## src/rtl/fp_divide_iterative.sv

```systemverilog
// Single-precision IEEE-754 divider (out = in1 / in2) built as a multi-cycle restoring divider.
// Denormals are flushed to zero; one operation is in flight at a time behind an accept handshake.
module fp_divide_iterative (
  input  logic        clk,
  input  logic        rst_n,
  input  logic        valid_data_in,
  input  logic [31:0] in1,
  input  logic [31:0] in2,
  input  logic [2:0]  rounding_mode,
  output logic        in_ready,
  output logic [31:0] out,
  output logic        overflow,
  output logic        underflow,
  output logic        inexact,
  output logic        invalid_operation,
  output logic        divide_by_zero,
  output logic        valid_data_out
);

  localparam int unsigned QBITS = 26;
  localparam int unsigned CW    = 5;
  localparam int unsigned EW    = 10;
  localparam logic [2:0] RM_RTZ = 3'd1;
  localparam logic [2:0] RM_RDN = 3'd2;
  localparam logic [2:0] RM_RUP = 3'd3;
  localparam logic [2:0] RM_RMM = 3'd4;

  typedef enum logic [1:0] {IDLE, SPECIAL, DIVIDE, ROUND} state_t;

  state_t          state;
  logic [25:0]     rem;
  logic [23:0]     mb;
  logic [24:0]     q;
  logic [CW-1:0]   cnt;
  logic [EW-1:0]   exp_r;
  logic            sign_r;
  logic [2:0]      rm_r;
  logic [31:0]     spec_res_r;
  logic            spec_uf_r;
  logic            spec_inv_r;
  logic            spec_dbz_r;

  // Operand classification
  logic [7:0]  e1, e2;
  logic [22:0] m1, m2;
  logic        z1, z2, f1, f2, inf1, inf2, qn1, qn2, sn1, sn2, sgn_in;

  assign e1     = in1[30:23];
  assign e2     = in2[30:23];
  assign m1     = in1[22:0];
  assign m2     = in2[22:0];
  assign z1     = (e1 == 8'd0);
  assign z2     = (e2 == 8'd0);
  assign f1     = z1 & (m1 != 23'd0);
  assign f2     = z2 & (m2 != 23'd0);
  assign inf1   = (e1 == 8'hFF) & (m1 == 23'd0);
  assign inf2   = (e2 == 8'hFF) & (m2 == 23'd0);
  assign qn1    = (e1 == 8'hFF) & m1[22];
  assign qn2    = (e2 == 8'hFF) & m2[22];
  assign sn1    = (e1 == 8'hFF) & ~m1[22] & (m1 != 23'd0);
  assign sn2    = (e2 == 8'hFF) & ~m2[22] & (m2 != 23'd0);
  assign sgn_in = in1[31] ^ in2[31];

  // Special-case result selection in priority order
  logic        is_spec;
  logic [31:0] spec_res;
  logic        spec_inv;
  logic        spec_dbz;

  always_comb begin
    is_spec  = 1'b1;
    spec_res = 32'd0;
    spec_inv = 1'b0;
    spec_dbz = 1'b0;
    if (qn1) begin
      spec_res = in1;
    end else if (qn2) begin
      spec_res = in2;
    end else if (sn1) begin
      spec_res = in1 | 32'h0040_0000;
      spec_inv = 1'b1;
    end else if (sn2) begin
      spec_res = in2 | 32'h0040_0000;
      spec_inv = 1'b1;
    end else if ((z1 & z2) | (inf1 & inf2)) begin
      spec_res = 32'h7FC0_0000;
      spec_inv = 1'b1;
    end else if (inf1) begin
      spec_res = {sgn_in, 8'hFF, 23'd0};
    end else if (inf2) begin
      spec_res = {sgn_in, 31'd0};
    end else if (z2) begin
      spec_res = {sgn_in, 8'hFF, 23'd0};
      spec_dbz = 1'b1;
    end else if (z1) begin
      spec_res = {sgn_in, 31'd0};
    end else begin
      is_spec  = 1'b0;
    end
  end

  // Normal-path setup: pre-normalise so the quotient lands in [1,2)
  logic [23:0]   ma, mb_in;
  logic          ma_lt;
  logic [25:0]   rem_init;
  logic [EW-1:0] exp_init;

  assign ma       = {1'b1, m1};
  assign mb_in    = {1'b1, m2};
  assign ma_lt    = (ma < mb_in);
  assign rem_init = ma_lt ? {1'b0, ma, 1'b0} : {2'b00, ma};
  assign exp_init = EW'(e1) - EW'(e2) + EW'(127) - EW'(ma_lt);

  // One restoring-division step
  logic        rem_ge;
  logic [25:0] rem_diff;
  logic [25:0] rem_next;

  assign rem_ge   = (rem >= {2'b00, mb});
  assign rem_diff = rem_ge ? (rem - {2'b00, mb}) : rem;
  assign rem_next = {rem_diff[24:0], 1'b0};

  // Rounding; the always-one leading quotient bit has already shifted out of q
  logic [22:0]   mant;
  logic          g_bit, r_bit, s_bit, grs, inc;
  logic [23:0]   mant_sum;
  logic [EW-1:0] exp_rnd;
  logic          ovf, unf;
  logic [31:0]   ovf_res;
  logic [31:0]   round_res;

  assign mant     = q[24:2];
  assign g_bit    = q[1];
  assign r_bit    = q[0];
  assign s_bit    = (rem != 26'd0);
  assign grs      = g_bit | r_bit | s_bit;
  assign mant_sum = {1'b0, mant} + 24'(inc);
  assign exp_rnd  = exp_r + EW'(mant_sum[23]);
  assign ovf      = $signed(exp_rnd) > $signed(EW'(254));
  assign unf      = $signed(exp_rnd) <= $signed(EW'(0));

  always_comb begin
    inc = 1'b0;
    case (rm_r)
      RM_RTZ:  inc = 1'b0;
      RM_RDN:  inc = sign_r & grs;
      RM_RUP:  inc = ~sign_r & grs;
      RM_RMM:  inc = g_bit;
      default: inc = g_bit & (r_bit | s_bit | mant[0]);
    endcase
  end

  always_comb begin
    ovf_res = {sign_r, 8'hFF, 23'd0};
    case (rm_r)
      RM_RTZ:  ovf_res = {sign_r, 31'h7F7F_FFFF};
      RM_RDN:  ovf_res = sign_r ? 32'hFF80_0000 : 32'h7F7F_FFFF;
      RM_RUP:  ovf_res = sign_r ? 32'hFF7F_FFFF : 32'h7F80_0000;
      default: ovf_res = {sign_r, 8'hFF, 23'd0};
    endcase
    if (ovf)
      round_res = ovf_res;
    else if (unf)
      round_res = {sign_r, 31'd0};
    else
      round_res = {sign_r, exp_rnd[7:0], mant_sum[22:0]};
  end

  // Control FSM and registered outputs
  always_ff @(posedge clk or negedge rst_n) begin
    if (!rst_n) begin
      state             <= IDLE;
      in_ready          <= 1'b1;
      out               <= 32'd0;
      overflow          <= 1'b0;
      underflow         <= 1'b0;
      inexact           <= 1'b0;
      invalid_operation <= 1'b0;
      divide_by_zero    <= 1'b0;
      valid_data_out    <= 1'b0;
      rem               <= 26'd0;
      mb                <= 24'd0;
      q                 <= 25'd0;
      cnt               <= '0;
      exp_r             <= '0;
      sign_r            <= 1'b0;
      rm_r              <= 3'd0;
      spec_res_r        <= 32'd0;
      spec_uf_r         <= 1'b0;
      spec_inv_r        <= 1'b0;
      spec_dbz_r        <= 1'b0;
    end else begin
      valid_data_out <= 1'b0;
      case (state)
        IDLE: begin
          if (valid_data_in) begin
            in_ready   <= 1'b0;
            sign_r     <= sgn_in;
            rm_r       <= rounding_mode;
            spec_res_r <= spec_res;
            spec_uf_r  <= is_spec & (f1 | f2);
            spec_inv_r <= spec_inv;
            spec_dbz_r <= spec_dbz;
            rem        <= rem_init;
            mb         <= mb_in;
            exp_r      <= exp_init;
            q          <= 25'd0;
            cnt        <= '0;
            state      <= is_spec ? SPECIAL : DIVIDE;
          end
        end
        SPECIAL: begin
          out               <= spec_res_r;
          overflow          <= 1'b0;
          underflow         <= spec_uf_r;
          inexact           <= 1'b0;
          invalid_operation <= spec_inv_r;
          divide_by_zero    <= spec_dbz_r;
          valid_data_out    <= 1'b1;
          in_ready          <= 1'b1;
          state             <= IDLE;
        end
        DIVIDE: begin
          rem <= rem_next;
          q   <= {q[23:0], rem_ge};
          cnt <= cnt + CW'(1);
          if (cnt == CW'(QBITS - 1))
            state <= ROUND;
        end
        ROUND: begin
          out               <= round_res;
          overflow          <= ovf;
          underflow         <= ~ovf & unf;
          inexact           <= ovf | unf | grs;
          invalid_operation <= 1'b0;
          divide_by_zero    <= 1'b0;
          valid_data_out    <= 1'b1;
          in_ready          <= 1'b1;
          state             <= IDLE;
        end
        default: state <= IDLE;
      endcase
    end
  end

endmodule

```

## config.mk

```make
export PLATFORM = sky130hd
export DESIGN_NAME = fp_divide_iterative
export DESIGN_NICKNAME = d
export VERILOG_FILES = /design/src/rtl/fp_divide_iterative.sv
export SDC_FILE = /design/constraint.sdc
export NUM_CORES = 1
export LEC_CHECK = 0
export BUFFER_PORTS_ARGS = -buffer_cell sky130_fd_sc_hd__buf_2
export CAP_MARGIN = 40
export CORE_MARGIN = 4
export CORE_UTILIZATION = 50
export CTS_BUF_LIST = sky130_fd_sc_hd__clkbuf_4 sky130_fd_sc_hd__clkbuf_8 sky130_fd_sc_hd__clkbuf_16
export CTS_CLUSTER_DIAMETER = 50
export CTS_CLUSTER_SIZE = 14
export DETAILED_ROUTE_END_ITERATION = 7
export PLACE_DENSITY = 0.69
export RECOVER_POWER = 50
export SLEW_MARGIN = 5
export SYNTH_ARGS = -nofsm -noshare
export SYNTH_HDL_FRONTEND = slang
export SYNTH_SLANG_ARGS = --single-unit
```

## constraint.sdc

```tcl
create_clock -name clk -period 4.72 [get_ports clk]
set_input_delay 0.944 -clock clk [delete_from_list [all_inputs] [get_ports clk]]
set_output_delay 0.944 -clock clk [all_outputs]
set_load 0.005 [all_outputs]
```

* After elaboration in Yosys (flattened, before gate mapping)
Cells that the tools add are included.
** Word-level totals
- Register bits after elaboration :: 170
- Bits in latches :: 0
- RAM bits :: 0
- Bits in read-only memories :: 0
- Input bits :: 70
- Output and inout port bits :: 39
- Word-level logic and storage cells :: 147
- Memories :: 0
** Operators by class
- Add/subtract/negate cells :: 7
- Multipliers :: 0
- Div/mod/pow operators :: 0
- $lt $le $gt $ge :: 4
- Equal/unequal tests :: 12
- Shift-type cells :: 0
- Muxes and demuxes :: 58
- Bitwise logic cells :: 30
- Reduce and logical (&&, ||, !) cells :: 16
** Operator list (number)
- 2-to-1 mux 32 bit :: 12
- one-hot mux 32 bit (3 select lines) :: 1
- 2-to-1 mux 25 bit :: 3
- one-hot mux 32 bit (2 select lines) :: 1
- one-hot mux 26 bit (2 select lines) :: 1
- one-hot mux 25 bit (2 select lines) :: 1
- logical NOT 23 bit :: 2
- nonzero test 23 bit :: 2
- 2-to-1 mux 31 bit :: 1
- >= comparator 26 x 24 -> 1 bit :: 1
- 2-to-1 mux 26 bit :: 1
- nonzero test 26 bit :: 1
- subtractor 25 x 24 -> 25 bit :: 1
- adder 23 x 1 -> 24 bit :: 1
- < comparator 24 bit :: 1
- 2-to-1 mux 1 bit :: 24
- bitwise AND 1 bit :: 17
- equality test 8 bit (second input constant) :: 2
- logical NOT 8 bit :: 2
- one-hot mux 1 bit (2 select lines) :: 6
- adder 10 x 1 -> 10 bit :: 1
- adder 9 x 8 -> 10 bit (second input constant) :: 1
- > comparator 10 x 9 -> 1 bit (second input constant) :: 1
- <= comparator 10 x 1 -> 1 bit (second input constant) :: 1
- 22 further kinds :: 42

* Depth between registers and ports, before layout
- Depth after elaboration :: 13
- Depth in mapped cells :: 21

* Worst setup path before layout
No wires, ideal clock.
- Kind :: input to register
- Start :: input port in2[15]
- End :: register exp_r[9]
- Library setup time :: 110 ps
- Arrival :: 4360 ps
- Data required time :: 4610 ps
- Setup slack :: 250 ps
- Cell stages on the path :: 18
- Buffers on the path :: 1
- Cells stage by stage :: inv_1 -> ha_1 -> a211oi_1 -> o21ai_0 -> o22ai_1 -> o211ai_1 -> a31oi_2 -> buf_2 -> inv_1 -> ha_1 -> ha_1 -> fa_1 -> a21o_1 -> a21o_1 -> a21o_1 -> a21oi_1 -> nor2b_1 -> o41ai_1
** On the way
- Longest elaborated chain between the ends :: 2
** RTL lines
- start: declaration :: RTL line 8 : input logic [31:0] in2,
- < comparator 24 bit :: RTL line 110 : assign ma_lt = (ma < mb_in);
- subtractor 10 x 1 -> 10 bit :: RTL line 112 : assign exp_init = EW'(e1) - EW'(e2) + EW'(127) - EW'(ma_lt);
- end signal: assignment :: RTL line 206 : exp_r <= exp_init;
- end: declaration :: RTL line 35 : logic [EW-1:0] exp_r;
No other way between the ends.
A chain may end at the register's enable or synchronous reset.

* Worst setup path after layout
- Start :: register rem[1]
- End :: register out[23]
** On the way
- Longest elaborated chain between the ends :: 11
** RTL lines
- start: declaration :: RTL line 31 : logic [25:0] rem;
- start signal: assignment :: RTL line 204 : rem <= rem_init;
- start signal: assignment :: RTL line 224 : rem <= rem_next;
- nonzero test 26 bit (*) :: RTL line 135 : assign s_bit = (rem != 26'd0);
- OR 1 bit (2 in series) :: RTL line 149 : default: inc = g_bit & (r_bit | s_bit | mant[0]);
- bitwise AND 1 bit :: RTL line 149
- one-hot mux 1 bit (4 select lines) (*) :: RTL line 144 : case (rm_r)
- adder 23 x 1 -> 24 bit (*) :: RTL line 137 : assign mant_sum = {1'b0, mant} + 24'(inc);
- adder 10 x 1 -> 10 bit (*) :: RTL line 138 : assign exp_rnd = exp_r + EW'(mant_sum[23]);
- <= comparator 10 x 1 -> 1 bit :: RTL line 140 : assign unf = $signed(exp_rnd) <= $signed(EW'(0));
- 2-to-1 mux 31 bit :: RTL line 163 : else if (unf)
- 2-to-1 mux 32 bit (*) :: RTL line 161 : if (ovf)
- one-hot mux 32 bit (2 select lines) (*) :: RTL line 194 : case (state)
- end signal: assignment :: RTL line 213 : out <= spec_res_r;
- end signal: assignment :: RTL line 231 : out <= round_res;
- end: declaration :: RTL line 11 : output logic [31:0] out,
Every way passes the cells marked *; elsewhere a longest branch is shown, timed or not.

==> flow_summary.json <==
{
  "result_of_the_run": "complete, but fails checks",
  "failed_checks": "max-capacitance violations, max-slew violations",
  "number_of_global_route_vias_before_repair": 9531,
  "finalClockSkew_ns": 0.0171,
  "maxCapViolCount": 2,
  "avgViaCountPerCell": 6.12,
  "critical-path-top-delay-family": "simple AND/OR/NAND/NOR gates",
  "yosys_register_bits": 170,
  "areaGrowthSynthToFinish_pct": 13.1,
  "routed-via-count": 9846,
  "clk_pin_slew_worst_paths_ns": 0.08,
  "cell_internal_pwr_mw": 5.08,
  "critPathLaunchType": "flip-flop",
  "critPathBufInv": 1,
  "postSynthAreaPerCell_um2": 8.80,
  "cts_inserted_buffers": 17,
  "synthDistinctLibCells": 70,
  "maximum_buffer_depth_of_the_clock_tree": 2,
  "critical_path.endpoint_type": "flip-flop",
  "cts.htree.levels": 4,
  "cts-hold-fix-buffers": 0,
  "worstPathRequired_ns": 5.09,
  "final.fill_count": 1964,
  "hpwl_mm": 23.5,
  "totalWireLength_mm": 32.4,
  "maxSlewViolCount": 119,
  "timing_hold_violations_final": 0,
  "drc_violation_total_after_the_first_tritonroute_iteration": 712,
  "nets": 1463,
  "mapped_nets": 1381,
  "critical-path-max-stage-delay_ns": 0.44,
  "setup-violations-final": 0,
  "pwr-share-seq_pct": 31.4,
  "tightestPinTransition_ns": 2.24,
  "layout_min_cycle_time_ns": 4.38,
  "rsz_0062_raised_after_global_routing": "no",
  "synthMostInstantiatedCell": "dfrtp_1",
  "cts_repair_resize_count": 0,
  "power_density_over_cell_area_mw_per_mm2": 734,
  "combinationalPowerShare_pct": 53.0,
  "routedWlPerCell_um": 20.1,
  "track_usage_pct": 26.7,
  "synth.area.top_cells": "dfrtp_1 (39%), ha_1 (7.9%), nand2_1 (4.6%)",
  "slew_headroom_pct": -49.3,
  "core.rowCount": 53,
  "post_synth_instance_area_mm2": 0.0109,
  "worst_path_max_delay_cell": "dfrtp_1",
  "initial_core_util_pct": 51.4,
  "firstDrtPassIters": 5,
  "netlist.area_leader.share_pct": 38.8,
  "timing.hold.worst.class": "flip-flop to flip-flop",
  "post-route-period-util_pct": 92.7,
  "power_frac_clock_pct": 15.6,
  "ff_latch_area_mm2": 0.00426,
  "gp_congestion": 0.987,
  "leakagePower_nw": 5.76,
  "cts_post_setup_buffers_inserted": 0,
  "grt_antenna_before_repair": 0,
  "fp.coreArea_mm2": 0.0212,
  "synth_commonest_cells": "dfrtp_1 (169), nand2_1 (133), nor2_1 (114)",
  "global_route_wire_length_before_repair_mm": 51.6,
  "globalRoute.totalOverflow": 0,
  "die_x_um": 156,
  "synth_top_area_cell": "dfrtp_1",
  "synth-seq-area-share_pct": 39.0,
  "crit_path_max_fanout": 8,
  "synth-edff-count": 0,
  "die_h_um": 156,
  "finalPower_mw": 9.06,
  "multi_input_area_mm2": 0.00612,
  "synth_ff_type": "dfrtp_1",
  "fmaxAchievable_mhz": 228,
  "grt_start_max_net_pins": 102,
  "design.portCount": 109,
  "fin_tns_setup_ns": 0,
  "critical_path_class": "flip-flop to flip-flop",
  "synthArstFlopShare_pct": 100,
  "list_of_cells_traversed_by_the_critical_path": "nor4_2 -> nand4_1 -> nor2_2 -> a21oi_1 -> ha_1 -> and3_1 -> and2_1 -> and3_1 -> and3_1 -> ha_1 -> ha_2 -> and4_1 -> nand3_1 -> and4_1 -> o21ai_0 -> o21ai_1 -> buf_4 -> nand3_1 -> o221ai_1 -> a41o_1",
  "vdd_drop_max_mv": 0.408,
  "worst-endpoint-arrival_ns": 4.75,
  "clkSinkCount": 170,
  "insertedDiodeCount": 0,
  "clkLatencyLatePin_ns": 0.44,
  "ant_nets": 0,
  "die_area_mm2": 0.0242,
  "netSwitchingPower_mw": 3.98,
  "port-buffer-count": 108,
  "sw_frac_of_total_pct": 44.0,
  "layout-drive-gt1-share_pct": 14.3,
  "cts.root.buffer_cell": "clkbuf_16",
  "detail_route.drc_violations": 0,
  "postSynthCellCount": 1239,
  "worst_path_most_repeated_cell": "and3_1",
  "synthesis.yosys.warnings": 0,
  "clock_tree_from_tritoncts": "built"
}
-- sequential cells by signal, indices dropped and copies added (netlist names), 2 cells and up --
signal / count
out: 32
spec_res_r: 32
rem: 26
q: 25
mb: 24
exp_r: 10
cnt: 5
rm_r: 3
state: 2
-- metal layers --
metal  vias to the layer above  share of wire [%]  global-route usage (%)
met1                      4794                 45                    37.5
met3                        58                6.3                    4.83
li1                       4663                  -                       -
met2                       331                 47                    42.4
met5                         -                  0                       0
met4                         0                2.7                    8.46
-- layout by cell type (no fill, tap or decap), drive strengths merged, types with 33 or more instances in the layout --
cell type  instances
inv               87
nand2            133
ha                69
xnor2             38
dfrtp            169
o21ai             71
nor2             114
buf              121
a21o              33
a21oi             78
o22ai             44
-- power by group through the flow --
stage | registers (mW) | logic, mW | clock network [mW]
floorplan | 2.61 | 3.69 | 0
global placement | 2.83 | 4.63 | 0
detailed placement | 2.84 | 4.73 | 0
CTS | 2.82 | 4.78 | 1.44
global route | 2.93 | 5.38 | 1.50
finish | 2.84 | 4.80 | 1.42
-- path summary, 6_finish.rpt --
path	startpoint	endpoint	slack, ns	cells past startpoint
worst min-delay path	spec_res_r[29]	spec_res_r[29]	0.47	1
max in group asynchronous	rst_n	out[2]	1.03	2
worst min register to register	spec_res_r[29]	spec_res_r[29]	0.47	1
worst max-delay path	rem[1]	out[23]	0.34	20
min in group asynchronous	rst_n	out[29]	1.13	1
worst max register to register	rem[1]	out[23]	0.34	20
-- final cells by class --
type	count	area share, %
Clock buffer	17	3.45
Clock inverter	15	1.36
Inverter	79	2.40
Multi-Input combinational cell	922	49.6
Sequential cell	170	34.5
Tap cell	275	2.79
Timing Repair Buffer	131	5.93
-- kinds of logic (layout without fill, tap and decap cells) --
family	Yosys count	count (layout)	share of synthesized area [%]
buffers and inverters	147	242	5.33
AND/OR/NAND/NOR	392	392	16.6
XOR/XNOR	63	63	5.06
flip-flops	170	170	39.0
AO/OA/AOI/OAI	360	360	22.1
adder cells (fa/ha/maj)	72	72	8.46
multiplexers	35	35	3.43
-- stage by stage --
step / cell area (um^2) / utilization (%) / setup WS (ns) / hold slack (ns) / cells
6_report: 12300 / 58.2 / 0.342 / 0.474 / 1609
5_1_grt: 12300 / 58.2 / 0.0140 / 0.487 / 1609
4_1_cts: 12300 / 58.2 / 0.178 / 0.480 / 1609
3_5_place_dp: 11700 / 55.4 / 0.213 / 0.462 / 1577
3_3_place_gp: 11700 / 55.3 / 0.346 / 0.442 / 1576
2_1_floorplan: 10900 / - / 0.250 / 0.418 / 1239
No activity file was read; power rests on OpenSTA's default activity.
